`config.mk`:
```
export PLATFORM = sky130hd
export DESIGN_NAME = pipelined_adder
export DESIGN_NICKNAME = d
export VERILOG_FILES = /design/src/rtl/pipelined_adder_pkg.sv /design/src/rtl/pipelined_adder_segment.sv /design/src/rtl/pipelined_adder.sv
export SDC_FILE = /design/constraint.sdc
export NUM_CORES = 1
export LEC_CHECK = 0
export CORE_MARGIN = 4
export CORE_UTILIZATION = 30
export CTS_CLUSTER_DIAMETER = 120
export CTS_CLUSTER_SIZE = 10
export DETAILED_ROUTE_END_ITERATION = 8
export SETUP_SLACK_MARGIN = 0.05
export SLEW_MARGIN = 10
export SYNTH_ARGS = -nofsm -noshare
export SYNTH_HDL_FRONTEND = slang
export SYNTH_SLANG_ARGS = --single-unit
```
`constraint.sdc`:
```
create_clock -name clk -period 3.9 [get_ports clk]
set_clock_uncertainty 0.1 [all_clocks]
set_input_delay 0.78 -clock clk [delete_from_list [all_inputs] [get_ports clk]]
set_output_delay 0.78 -clock clk [all_outputs]
set_load 0.02 [all_outputs]
```
`src/rtl/pipelined_adder_pkg.sv`:
```
// Shared defaults for the pipelined adder slice.
// Holds only the default operand width and default stage count.
package pipelined_adder_pkg;
  localparam int DEFAULT_WIDTH  = 16;
  localparam int DEFAULT_STAGES = 4;
endpackage

```
`src/rtl/pipelined_adder_segment.sv`:
```
// adder_segment: combinational SEG-bit ripple-carry adder.
// Ports:
//   a, b  : SEG-bit operand slices
//   cin   : carry into the slice LSB
//   sum   : SEG-bit slice sum
//   cout  : carry out of the slice MSB
module adder_segment
  import pipelined_adder_pkg::*;
#(
  parameter int SEG = DEFAULT_WIDTH / DEFAULT_STAGES
) (
  input  logic [SEG-1:0] a,
  input  logic [SEG-1:0] b,
  input  logic           cin,
  output logic [SEG-1:0] sum,
  output logic           cout
);

  logic w_c;

  // Chain of full adders; w_c walks up the slice.
  always_comb begin
    w_c = cin;
    sum = '0;
    for (int i = 0; i < SEG; i++) begin
      sum[i] = a[i] ^ b[i] ^ w_c;
      w_c    = (a[i] & b[i]) | (w_c & (a[i] ^ b[i]));
    end
    cout = w_c;
  end

endmodule

```
`src/rtl/pipelined_adder.sv`:
```
// pipelined_adder: WIDTH-bit a + b + carry_in split over STAGES register
// stages, SEG = WIDTH/STAGES bits resolved per stage. Throughput 1,
// latency STAGES, valid/ready on both sides with full backpressure.
// Optional macro ADDER_SIGNED_OVF_EN adds a registered signed-overflow
// output aligned with sum.
// Ports:
//   clk, rst            : clock, synchronous active-high reset
//   in_valid/in_ready   : operand handshake (a, b, carry_in)
//   out_valid/out_ready : result handshake (sum, carry_out[, overflow])
module pipelined_adder
  import pipelined_adder_pkg::*;
#(
  parameter int WIDTH  = DEFAULT_WIDTH,
  parameter int STAGES = DEFAULT_STAGES
) (
  input  logic             clk,
  input  logic             rst,
  input  logic             in_valid,
  output logic             in_ready,
  input  logic [WIDTH-1:0] a,
  input  logic [WIDTH-1:0] b,
  input  logic             carry_in,
  output logic             out_valid,
  input  logic             out_ready,
  output logic [WIDTH-1:0] sum,
  output logic             carry_out
`ifdef ADDER_SIGNED_OVF_EN
  ,
  output logic             overflow
`endif
);

  localparam int SEG = WIDTH / STAGES;

  if (WIDTH < 1 || STAGES < 1 || (WIDTH % STAGES) != 0) begin : g_bad_cfg
    $error("pipelined_adder: WIDTH must be a positive multiple of STAGES");
  end

  // Stage k registers hold the slice-k result plus everything the later
  // stages still need: full operands and the partial sum so far.
  logic [STAGES-1:0]            r_vld;
  logic [STAGES-1:0][WIDTH-1:0] r_a, r_b, r_sum;
  logic [STAGES-1:0]            r_c;

  logic [STAGES-1:0]            w_vld_in, w_c_in, w_cout;
  logic [STAGES-1:0][WIDTH-1:0] w_a_in, w_b_in, w_psum_in, w_sum_nxt;
  logic [STAGES-1:0][SEG-1:0]   w_slice;
  logic                         w_adv;

  // Gating with rst keeps any handshake from completing during reset.
  assign out_valid = r_vld[STAGES-1] & ~rst;
  assign w_adv     = ~out_valid | out_ready;
  assign in_ready  = w_adv & ~rst;

  for (genvar k = 0; k < STAGES; k++) begin : g_stage
    if (k == 0) begin : g_first
      assign w_vld_in[k]  = in_valid;
      assign w_a_in[k]    = a;
      assign w_b_in[k]    = b;
      assign w_c_in[k]    = carry_in;
      assign w_psum_in[k] = '0;
    end else begin : g_next
      assign w_vld_in[k]  = r_vld[k-1];
      assign w_a_in[k]    = r_a[k-1];
      assign w_b_in[k]    = r_b[k-1];
      assign w_c_in[k]    = r_c[k-1];
      assign w_psum_in[k] = r_sum[k-1];
    end

    adder_segment #(.SEG(SEG)) u_seg (
      .a    (w_a_in[k][k*SEG +: SEG]),
      .b    (w_b_in[k][k*SEG +: SEG]),
      .cin  (w_c_in[k]),
      .sum  (w_slice[k]),
      .cout (w_cout[k])
    );

    // Unresolved bits of the partial sum are always zero, so OR-in works.
    assign w_sum_nxt[k] = w_psum_in[k] | (WIDTH'(w_slice[k]) << (k*SEG));
  end

  always_ff @(posedge clk) begin
    if (rst) begin
      r_vld <= '0;
      r_a   <= '0;
      r_b   <= '0;
      r_sum <= '0;
      r_c   <= '0;
    end else if (w_adv) begin
      for (int k = 0; k < STAGES; k++) begin
        r_vld[k] <= w_vld_in[k];
        r_a[k]   <= w_a_in[k];
        r_b[k]   <= w_b_in[k];
        r_sum[k] <= w_sum_nxt[k];
        r_c[k]   <= w_cout[k];
      end
    end
  end

  assign sum       = r_sum[STAGES-1];
  assign carry_out = r_c[STAGES-1];

  // Operand copies in the last stage are not consumed by anything.
  logic w_unused;
  assign w_unused = ^{r_a[STAGES-1], r_b[STAGES-1]};

`ifdef ADDER_SIGNED_OVF_EN
  logic r_ovf, w_ovf_nxt;

  // Operand MSBs reach the last stage with the operands themselves.
  assign w_ovf_nxt = (w_a_in[STAGES-1][WIDTH-1] == w_b_in[STAGES-1][WIDTH-1]) &&
                     (w_sum_nxt[STAGES-1][WIDTH-1] != w_a_in[STAGES-1][WIDTH-1]);

  always_ff @(posedge clk) begin
    if (rst)        r_ovf <= 1'b0;
    else if (w_adv) r_ovf <= w_ovf_nxt;
  end

  assign overflow = r_ovf;
`endif

endmodule
```
Word level (Yosys, flattened, before mapping)
Index checks and enable logic that the tools add are counted.

Register bits: 156. Bits of input ports: 37. Output and inout port bits: 19. Logic and storage cells: 100.

Bitwise operators: 88.

Operators with widths (number): $and 1x1->1 (34); $xor 1x1->1 (32); $or 1x1->1 (17); $or 16x12->16 (1); $or 16x16->16 (1); $or 4x8->8 (1); $not 1->1 (2).

Longest topological paths before layout
Gate-level depths: netlist of the first run.

Depth after elaboration: 9. Depth in mapped cells: 8. Gate-level depth less buffers: 8.

Modules after synthesis
From an unflattened synthesis of the first run, not the netlist that was laid out.

Cells, all modules: 445. Area total of the unflattened synthesis: 4603.2 um^2.

Modules (own cells, without submodules): pipelined_adder (times used 1, cells each 389, area each 4132.7 um^2, seq. area each 1921.8 um^2); adder_segment (times used 4, cells each 14, area each 117.6 um^2, seq. area each 0.0 um^2).

Worst setup path after synthesis of the first run
OpenSTA, ideal clock, no wires.

Kind: in2reg. From: input port a[0]. To: register r_sum[3] (netlist name). Setup time: 0.086 ns. Arrival time: 2.413 ns. Required time: 3.714 ns. Setup slack: 1.302 ns. Stages on the path: 8. Buffers on the path: 0. Path through: fa_1 -> inv_1 -> fa_1 -> inv_1 -> fa_1 -> inv_1 -> fa_1 -> a211oi_1.

Cells in the longest elaborated chain, start to end: 8. Elaborated cells between the ends (all ways): 9. Those cells by class: bitwise: 9.

Ends and longest elaborated chain: from (decl) (RTL line pipelined_adder.sv:20) `input logic [WIDTH-1:0] a,`; $xor 1x1->1 (RTL line pipelined_adder_segment.sv:27) `w_c = (a[i] & b[i]) | (w_c & (a[i] ^ b[i]));`; $and 1x1->1 (RTL line pipelined_adder_segment.sv:27); $or 1x1->1 (*) (RTL line pipelined_adder_segment.sv:27); $and 1x1->1 (*) (RTL line pipelined_adder_segment.sv:27); $or 1x1->1 (*) (RTL line pipelined_adder_segment.sv:27); $and 1x1->1 (*) (RTL line pipelined_adder_segment.sv:27); $or 1x1->1 (*) (RTL line pipelined_adder_segment.sv:27); $xor 1x1->1 (*) (RTL line pipelined_adder_segment.sv:26) `sum[i] = a[i] ^ b[i] ^ w_c;`; to (signal, indexed assignment) (RTL line pipelined_adder.sv:94) `r_sum[k] <= w_sum_nxt[k];`; to (decl) (RTL line pipelined_adder.sv:42) `logic [STAGES-1:0][WIDTH-1:0] r_a, r_b, r_sum;`.

Mark *: on every way between the ends. The rest lies on a longest branch, timed or not. A chain may end at the register's enable or synchronous reset.

Final worst setup path of the first run
From: input port out_ready. To: output port in_ready.

Cells in the longest elaborated chain, start to end: 2.

Ends and longest elaborated chain: from (decl) (RTL line pipelined_adder.sv:24) `input logic out_ready,`; $or 1x1->1 (RTL line pipelined_adder.sv:52) `assign w_adv = ~out_valid | out_ready;`; $and 1x1->1 (RTL line pipelined_adder.sv:53) `assign in_ready = w_adv & ~rst;`; to (decl) (RTL line pipelined_adder.sv:19) `output logic in_ready,`.

Every way passes these cells.

==> metrics.md, run 1 <==
| Metric | Value |
|---|---|
| RSZ-0062 raised after global routing | `no` |
| Post-CTS Hold Buffers | `0` |
| Sequential share of the synthesized area | `43.06%` |
| Crit end category | `primary output` |
| Startpoint Class | `input pin` |
| PortBufs | `55` |
| Storage cell area | `slightly below 2000 um^2` |
| Top cell by count, worst path | `clkdlybuf4s50_1` |
| Most frequent cells after synthesis | `dfxtp_1 (96), nand2b_1 (84), mux2i_1 (44), nand4bb_1 (39), o21ai_0 (38)` |
| Cells after Synth | `between 400 and 500` |
| Status | `finished clean` |
| Routed wire per std cell | `about 14 um` |
| Area after DPL | `4985 um^2` |
| Clock tree from TritonCTS | `built` |
| Pre-Repair DR Iteration Count | `4` |
| TritonCTS Buffers | `9` |
| Final instance area | `around 5300 um^2` |
| Worst hold slack | `0.3735 ns` |
| H-tree depth | `3` |
| Area Overhead vs Synth | `18.33%` |
| CP Data Required Time | `about 3.0 ns` |
| Area leader, netlist | `dfxtp_1` |
| Final nets | `500` |
| PD cells | `406.0 nW/um^2` |
| Min-Delay Path Class | `reg -> reg` |
| Synth Area in Compound Gates | `6.504%` |
| Multi-input logic area | `about 2100 um^2` |
| Flop and latch count out of synthesis | `96` |
| Post-CTS sizing | `0` |
| Core Area | `around 15000 um^2` |
| Via Count | `approximately 2900` |
| Flop pwr share | `between 40% and 50%` |
| Iteration-0 DRC Markers | `210` |
| Worst vdd ir | `0.0001907 V` |
| Post-CTS Setup Bufs | `0` |
| Cell Rows | `44` |
| Slowest CP cell | `clkdlybuf4s50_1` |
| Synth warnings | `0` |
| FILL cells | `1516` |
| Worst path top cell family by delay | `buffers and inverters` |
| Die height | `~130 um` |
| Slew @ Worst Pin | `1.009 ns` |
| Overflow after GRT | `0` |
| Post-synth EDFFs | `0` |
| CTS Buffer Depth | `2` |
| Synth Cell Area | `approximately 4500 um^2` |
| ANT cells | `0` |
| Final period util | `approximately four fifths` |
| R2R Setup Slk | `about 1.5 ns` |
| CP cell instances | `clkdlybuf4s50_1 -> nor2b_4 -> nor2_1 -> clkdlybuf4s50_1` |
| Fin worst setup slack | `around 0.85 ns` |
| Max Slew Vio Count | `0` |
| Vias in the first global route | `around 3000` |
| Fin Setup TNS | `0 ns` |
| Worst-path maximum fanout | `2` |
| Proportion of power drawn by combinational gates | `9.6%` |
| Ports | `56` |
| Worst Path Arrival | `about 2.2 ns` |
| Initial antenna violation count | `0` |
| Post-route ant nets | `0` |
| Minimum clock period | `a little over 3 ns` |
| DRT Wirelength | `between 8 and 9 mm` |
| Commonest register cell after synthesis | `dfxtp_1` |
| Net Sw Power | `between 0.4 and 0.5 mW` |
| Root Driver | `clkbuf_16` |
| Latest clock arrival within the worst-skew pair | `~0.34 ns` |
| CTS clk-pin slew, worst paths | `0.06 ns` |
| Post-layout util | `around 36%` |
| Sw Share | `22.53%` |
| Cell variety after synth | `19` |
| Final hold violation count | `0` |
| First-pass GRT wire length | `~15 mm` |
| Simple-Gate Fraction of Synth Area | `24.00%` |
| Final setup viols | `0` |
| Crit Path Category | `in -> out` |
| Die Area | `roughly 17000 um^2` |
| Post-DP HPWL | `5.411 mm` |
| Avg Cell Area, Syn | `about 10 um^2` |
| Fmax | `328.1 MHz` |
| Pleak | `roughly 1.9 nW` |
| Tot GR Track Use | `10.64%` |
| Most frequent cell after synthesis | `dfxtp_1` |
| Relative slew slack | `between 30 and 40%` |
| # DRC | `0` |
| Pint | `roughly 1.7 mW` |
| Largest net degree at the start of global routing | `roughly 130` |
| Worst Path Buf+Inv | `2` |
| Post-synthesis adder-cell area fraction | `7.177%` |
| Largest family of logic cells by synthesized area | `simple AND/OR/NAND/NOR gates` |
| Syn Nets | `480` |
| Via-to-Cell Ratio | `4.537` |
| Synth async-reset ratio | `0%` |
| Pre-CTS setup slack | `around 0.76 ns` |
| Clk sinks | `96` |
| Area contributors post-synth | `dfxtp_1 (43%), nand2b_1 (12%), mux2i_1 (9.9%), nand4bb_1 (9.8%), fa_1 (7.2%)` |
| Mux contribution to synthesized area | `between 9 and 10%` |
| Xor/xnor share of the synthesized area | `0%` |
| Layout cells sized above 1 | `approximately 5.1%` |
| Routability cong. | `between 0.7 and 0.8` |
| Die Wd | `around 130 um` |
| Synth top area share | `43.06%` |
| Largest stage delay, worst path | `slightly above 0.6 ns` |
| Clock Power Share | `~41%` |
| Initial Util | `a little under a third` |
| Max capacitance violation total | `0` |
-- power by group through the flow --
stage	logic (mW)	clock network, mW	registers, mW
3_5_place_dp	0.209	0	1.08
6_report	0.205	0.880	1.06
4_1_cts	0.209	0.909	1.06
2_1_floorplan	0.139	0	1.07
5_1_grt	0.233	0.947	1.06
3_3_place_gp	0.206	0	1.08
-- worst reg2reg max path, delay by kind of cell, from the launching register on --
family / cells / cell delay (ns)
adders and majority gates: 4 / 1.44
DFF: 1 / 0.34
buffers and inverters: 3 / 0.28
AOI/OAI and AO/OA: 1 / 0.19
-- cell type report --
cell class                      instances  area share, %
Inverter                               29          2.061
Timing Repair Buffer                   61          11.23
Tap cell                              184          4.359
Clock buffer                           11          4.596
Clock inverter                          4          1.019
Sequential cell                        96          36.41
Multi-Input combinational cell        250          40.32
-- layer usage --
metal  track usage, %  wire (um)  up-vias
li1                 -          -     1465
met1            14.22       4283     1360
met2            16.80       3894       48
met3            2.824        366        8
met4            3.484        102        0
met5                0          0        -
-- cells in the final DEF, fill, tap and decap left out, types with 2 or more instances in the layout --
master / n
dfxtp_1: 95
nand2b_1: 84
clkdlybuf4s50_1: 54
mux2i_1: 44
nand4bb_1: 39
o21ai_0: 38
inv_1: 29
fa_1: 16
nor3b_1: 12
a211oi_1: 12
clkbuf_16: 9
buf_4: 7
clkinvlp_4: 2
-- logic make-up (layout without fill, tap and decap cells) --
kind of cell,Yosys count,count (layout)
compound gates,52,52
fa+ha+maj,16,16
buf+inv,81,105
flops,96,96
mux,44,44
simple gates,138,138
-- metrics by stage --
| step | total power, mW | instances |
|---|---|---|
| after floorplan | 1.214 | 427 |
| after global placement | 1.285 | 620 |
| after detailed placement | 1.290 | 620 |
| after CTS | 2.178 | 635 |
| after global routing | 2.244 | 635 |
| final | 2.144 | 635 |
-- worst paths after layout --
kind / depth (start not counted) / end / from
min: 2 / r_vld[3] / r_vld[2]
max reg2reg: 8 / sum[15] / r_c[2]
max: 4 / in_ready / out_ready
min reg2reg: 2 / r_vld[3] / r_vld[2]
-- state kept, by name, indices dropped and copies added, names as in the netlist --
name and count:
sum 16, r_c 4, r_vld 4, r_sum 24, r_a 24, r_b 24
(Power assumes the default switching activity.)
==> run 2: changes to the inputs <==
Clock period 3.9 ns to 2.9 ns, I/O delays scaled along.
==> metrics.md, run 2 (synthesized netlist as in run 1, its figures left out) <==
| Metric | Value |
|---|---|
| CTS clk-pin slew, worst paths | `0.06 ns (about the same)` |
| Post-route ant nets | `0 (unchanged)` |
| Area Overhead vs Synth | `18.11%` |
| Largest registers | `r_a: 24 flops, r_b: 24 flops, r_sum: 24 flops` |
| Pre-CTS setup slack | `-0.01626 ns (-0.7744 ns)` |
| Initial antenna violation count | `0 (unchanged)` |
| First-pass GRT wire length | `14.47 mm (-0.28%)` |
| RSZ-0062 raised after global routing | `no` |
| Initial Util | `30.71% (unchanged)` |
| Ports | `56 (unchanged)` |
| Worst Path Arrival | `1.97 ns (-0.20 ns)` |
| TritonCTS Buffers | `9 (unchanged)` |
| Multi-input logic area | `2130 um^2 (unchanged)` |
| Latest clock arrival within the worst-skew pair | `0.33 ns (about the same)` |
| Leading cell type in the layout, fill and taps excluded | `dfxtp_1` |
| # DRC | `0 (unchanged)` |
| Fin Setup TNS | `0 ns (unchanged)` |
| Fin worst setup slack | `0.2533 ns (-0.5992 ns)` |
| Worst vdd ir | `0.0002338 V (+23%)` |
| Status | `finished clean` |
| CP Data Required Time | `2.22 ns (-0.80 ns)` |
| PD cells | `530.5 nW/um^2 (+31%)` |
| Clk sinks | `96 (unchanged)` |
| Cell Rows | `44 (unchanged)` |
| Most frequent cells in the layout | `dfxtp_1 (95), nand2b_1 (84), clkdlybuf4s50_1 (54), mux2i_1 (44), nand4bb_1 (39)` |
| PortBufs | `55 (unchanged)` |
| Crit end category | `primary output` |
| Final setup viols | `0 (unchanged)` |
| Relative slew slack | `43.17% (+10 points)` |
| Fmax | `about 380 MHz` |
| CTS Buffer Depth | `2 (unchanged)` |
| Via Count | `2868 (-0.45%)` |
| Die height | `130.0 um (unchanged)` |
| Routed wire per std cell | `13.30 um (-2.3%)` |
| Die Wd | `130.0 um (unchanged)` |
| ANT cells | `0 (unchanged)` |
| Iteration-0 DRC Markers | `225 (+7.1%)` |
| Clock tree from TritonCTS | `built` |
| DRT Wirelength | `8.456 mm (-2.2%)` |
| Min-Delay Path Class | `reg -> reg` |
| CP cell instances | `clkdlybuf4s50_1 -> nor2b_4 -> nor2_1 -> clkdlybuf4s50_1` |
| Pleak | `1.909 nW (+0.19%)` |
| Post-CTS Hold Buffers | `0 (unchanged)` |
| Tot GR Track Use | `10.65% (about the same)` |
| Post-CTS sizing | `0 (unchanged)` |
| H-tree depth | `3 (unchanged)` |
| Routability cong. | `0.7098 (+0.45%)` |
| Final nets | `500 (unchanged)` |
| Storage cell area | `1923 um^2 (unchanged)` |
| Slew @ Worst Pin | `0.8524 ns (-0.1569 ns)` |
| Overflow after GRT | `0 (unchanged)` |
| Max Slew Vio Count | `0 (unchanged)` |
| Largest net degree at the start of global routing | `134 (+0.75%)` |
| Vias in the first global route | `2976 (+0.20%)` |
| Die Area | `16890 um^2 (unchanged)` |
| FILL cells | `1493 (-1.5%)` |
| Final period util | `about 91%` |
| Top cell by count, worst path | `clkdlybuf4s50_1` |
| Final Non-Filler Cells | `636 (+0.16%)` |
| Post-CTS Setup Bufs | `0 (unchanged)` |
| Via-to-Cell Ratio | `4.509 (-0.61%)` |
| Post-DP HPWL | `5.372 mm (-0.74%)` |
| Core Area | `14530 um^2 (unchanged)` |
| Worst-path maximum fanout | `2 (unchanged)` |
| Pre-Repair DR Iteration Count | `4 (unchanged)` |
| Root Driver | `clkbuf_16` |
| Pwr Total | `2.796 mW (+30%)` |
| Max capacitance violation total | `0 (unchanged)` |
| Final hold violation count | `0 (unchanged)` |
| Post-layout util | `36.27% (-0.069 points)` |
| Dpl cells | `620 (unchanged)` |
| Layout cells sized above 1 | `5.088% (-0.011 points)` |
| Slowest CP cell | `clkdlybuf4s50_1` |
| Minimum clock period | `about 2.6 ns` |
| Startpoint Class | `input pin` |
| Crit Path Category | `in -> out` |
| Largest stage delay, worst path | `0.62 ns (about the same)` |
[run 2: worst paths after layout]
kind              from        to  slack, ns  cells after the start
min reg2reg   r_vld[2]  r_vld[3]       0.36                      2
min           r_vld[2]  r_vld[3]       0.36                      2
max          out_ready  in_ready       0.25                      4
max reg2reg     r_c[2]   sum[15]       0.49                      8
[run 2: metal layers]
layer  wire length, um  GRT usage, %
met5                 0             0
met4                91         3.667
met3               325         2.661
met2              3878         17.38
met1              4161         13.77
[run 2: worst max-delay path: cells and delay by family]
kind / cells / cell delay (ns)
and+or+nand+nor: 2 / 0.18
buffers and inverters: 2 / 1.20
[run 2: layout make-up]
| type | count | area share, % |
|---|---|---|
| Tap cell | 184 | 4.367 |
| Sequential cell | 96 | 36.48 |
| Multi-Input combinational cell | 250 | 40.40 |
| Clock inverter | 4 | 0.5222 |
| Timing Repair Buffer | 61 | 11.49 |
| Clock buffer | 12 | 4.676 |
| Inverter | 29 | 2.065 |
[run 2: through the flow]
step           hold WS (ns)  area, um^2
2_1_floorplan        0.3255        4463
3_3_place_gp         0.3476        4997
3_5_place_dp         0.3514        4997
4_1_cts              0.3660        5271
5_1_grt              0.3897        5271
6_report             0.3583        5271
[run 2: power by group]
group,internal [mW],switching (mW),leakage [nW]
combinational,0.152,0.125,0.982
clock,0.609,0.488,0.137
sequential,1.39,0.0307,0.790
total,2.15,0.643,1.91
==> run 3: changes to the inputs <==
Settings changed: CORE_MARGIN 4 to 2.
==> metrics.md, run 3 (synthesized netlist as in run 1, its figures left out) <==
| Metric | Value |
|---|---|
| Cell Rows | `44 (unchanged)` |
| RSZ-0062 raised after global routing | `no` |
| DRT Wirelength | `8.332 mm (-1.5%)` |
| Core Area | `14530 um^2 (unchanged)` |
| Latest clock arrival within the worst-skew pair | `0.34 ns (about the same)` |
| Via-to-Cell Ratio | `4.508 (about the same)` |
| Status | `finished clean` |
| Most frequent cells in the layout | `dfxtp_1 (95), nand2b_1 (84), clkdlybuf4s50_1 (54), mux2i_1 (44), nand4bb_1 (39)` |
| CP Data Required Time | `2.22 ns (about the same)` |
| Post-CTS sizing | `0 (unchanged)` |
| Pint | `2.299 mW (+6.8%)` |
| Minimum clock period | `2.632 ns (-0.01437 ns)` |
| Via Count | `2867 (-0.035%)` |
| Pleak | `1.922 nW (+0.68%)` |
| Proportion of power drawn by combinational gates | `9.3% (-0.6 points)` |
| First-pass GRT wire length | `14.30 mm (-1.1%)` |
| Post-CTS Setup Bufs | `0 (unchanged)` |
| Die height | `126.0 um (-3.1%)` |
| Relative slew slack | `35.92% (-7.3 points)` |
| PortBufs | `55 (unchanged)` |
| Fmax | `379.9 MHz (+0.55%)` |
| Crit Path Category | `in -> out` |
| Worst hold slack | `0.3506 ns (-0.007638 ns)` |
| Routed wire per std cell | `13.10 um (-1.5%)` |
| Min-Delay Path Class | `reg -> reg` |
| Tot GR Track Use | `11.15% (+0.51 points)` |
| Clock tree from TritonCTS | `built` |
| Pwr Total | `2.963 mW (+5.9%)` |
| Post-DP HPWL | `5.288 mm (-1.5%)` |
| Post-route ant nets | `0 (unchanged)` |
| Root Driver | `clkbuf_16` |
| Leading cell type in the layout, fill and taps excluded | `dfxtp_1` |
| Final instance area | `5303 um^2 (+0.59%)` |
| Worst Path Arrival | `1.95 ns (-0.02 ns)` |
| TritonCTS Buffers | `9 (unchanged)` |
| Worst vdd ir | `0.0002564 V (+9.7%)` |
| Post-CTS Hold Buffers | `0 (unchanged)` |
| Crit end category | `primary output` |
| # DRC | `0 (unchanged)` |
| Clock Power Share | `42.7% (+3.5 points)` |
| Ports | `56 (unchanged)` |
| Final period util | `90.77% (-0.50 points)` |
| Post-layout util | `36.48% (+0.22 points)` |
| CTS clk-pin slew, worst paths | `0.06 ns (about the same)` |
| Pre-Repair DR Iteration Count | `4 (unchanged)` |
| Largest net degree at the start of global routing | `128 (-4.5%)` |
| Overflow after GRT | `0 (unchanged)` |
| Final nets | `500 (unchanged)` |
| ANT cells | `0 (unchanged)` |
| PD cells | `558.7 nW/um^2 (+5.3%)` |
| Net Sw Power | `0.6633 mW (+3.1%)` |
| Area Overhead vs Synth | `18.81%` |
| Sw Share | `22.39% (-0.61 points)` |
| CTS Buffer Depth | `2 (unchanged)` |
| Die Area | `15870 um^2 (-6.1%)` |
| Iteration-0 DRC Markers | `114 (-49%)` |
| Vias in the first global route | `2827 (-5.0%)` |
| Max Slew Vio Count | `0 (unchanged)` |
| Initial antenna violation count | `0 (unchanged)` |
| Largest registers | `r_a: 24 flops, r_b: 24 flops, r_sum: 24 flops` |
| H-tree depth | `3 (unchanged)` |
| Initial Util | `30.71% (unchanged)` |
| Final setup viols | `0 (unchanged)` |
| Die Wd | `126.0 um (-3.1%)` |
| Layout cells sized above 1 | `5.531% (+0.44 points)` |
| Routability cong. | `0.7059 (-0.55%)` |
| Clk sinks | `96 (unchanged)` |
| Final hold violation count | `0 (unchanged)` |
| Startpoint Class | `input pin` |
| Worst-path maximum fanout | `2 (unchanged)` |
| Flop pwr share | `48.0% (-2.9 points)` |
| Area after DPL | `4982 um^2 (-0.30%)` |
| Max capacitance violation total | `0 (unchanged)` |
| Slew @ Worst Pin | `0.9612 ns (+0.1088 ns)` |
-- run 3: cell count changes in the layout (fill, tap and decap cells not counted), sizes merged --
cell and delta:
clkinv +1, clkbuf -3, inv -1, bufinv +2, clkinvlp +1
-- run 3: worst max-delay path: stages --
cell and delay, ns:
clkdlybuf4s50_1 0.58, nor2b_4 0.06, nor2_1 0.11, clkdlybuf4s50_1 0.61
-- run 3: final cells by class --
type	count	area, um^2
sequential	96	1923
tap	184	230.2
fill	1510	9231
timing repair buffer	61	590.6
multi-input combinational	250	2130
inverter	29	108.9
clock buffer	9	225.2
clock inverter	7	95.09
-- run 3: per-stage QoR --
step                      setup TNS [ns]  cells  setup WS (ns)
after global routing                   0    636         0.1829
after floorplan                        0    427         0.5018
after detailed placement        -0.05099    620       -0.05099
after CTS                              0    636         0.2242
final                                  0    636         0.2676
after global placement                 0    620        0.01472
-- run 3: power groups by stage --
stage	clock, mW	combinational [mW]	sequential [mW]
after global routing	1.37	0.309	1.43
final	1.27	0.274	1.42
after detailed placement	0	0.280	1.45
after global placement	0	0.275	1.45
after CTS	1.30	0.281	1.42
after floorplan	0	0.187	1.45
-- run 3: worst paths after layout --
| path | startpoint | end | slack [ns] | cells after the start |
|---|---|---|---|---|
| setup reg to reg | r_c[2] | sum[15] | 0.49 | 8 |
| hold / removal | r_vld[2] | r_vld[3] | 0.35 | 2 |
| setup / recovery | out_ready | in_ready | 0.27 | 4 |
| hold reg to reg | r_vld[2] | r_vld[3] | 0.35 | 2 |
-- run 3: routing by layer --
metal	share of wire, %	GRT usage [%]
met1	49	15.15
met2	46	16.76
met3	3.5	3.526
met4	1.2	3.878
met5	0	0
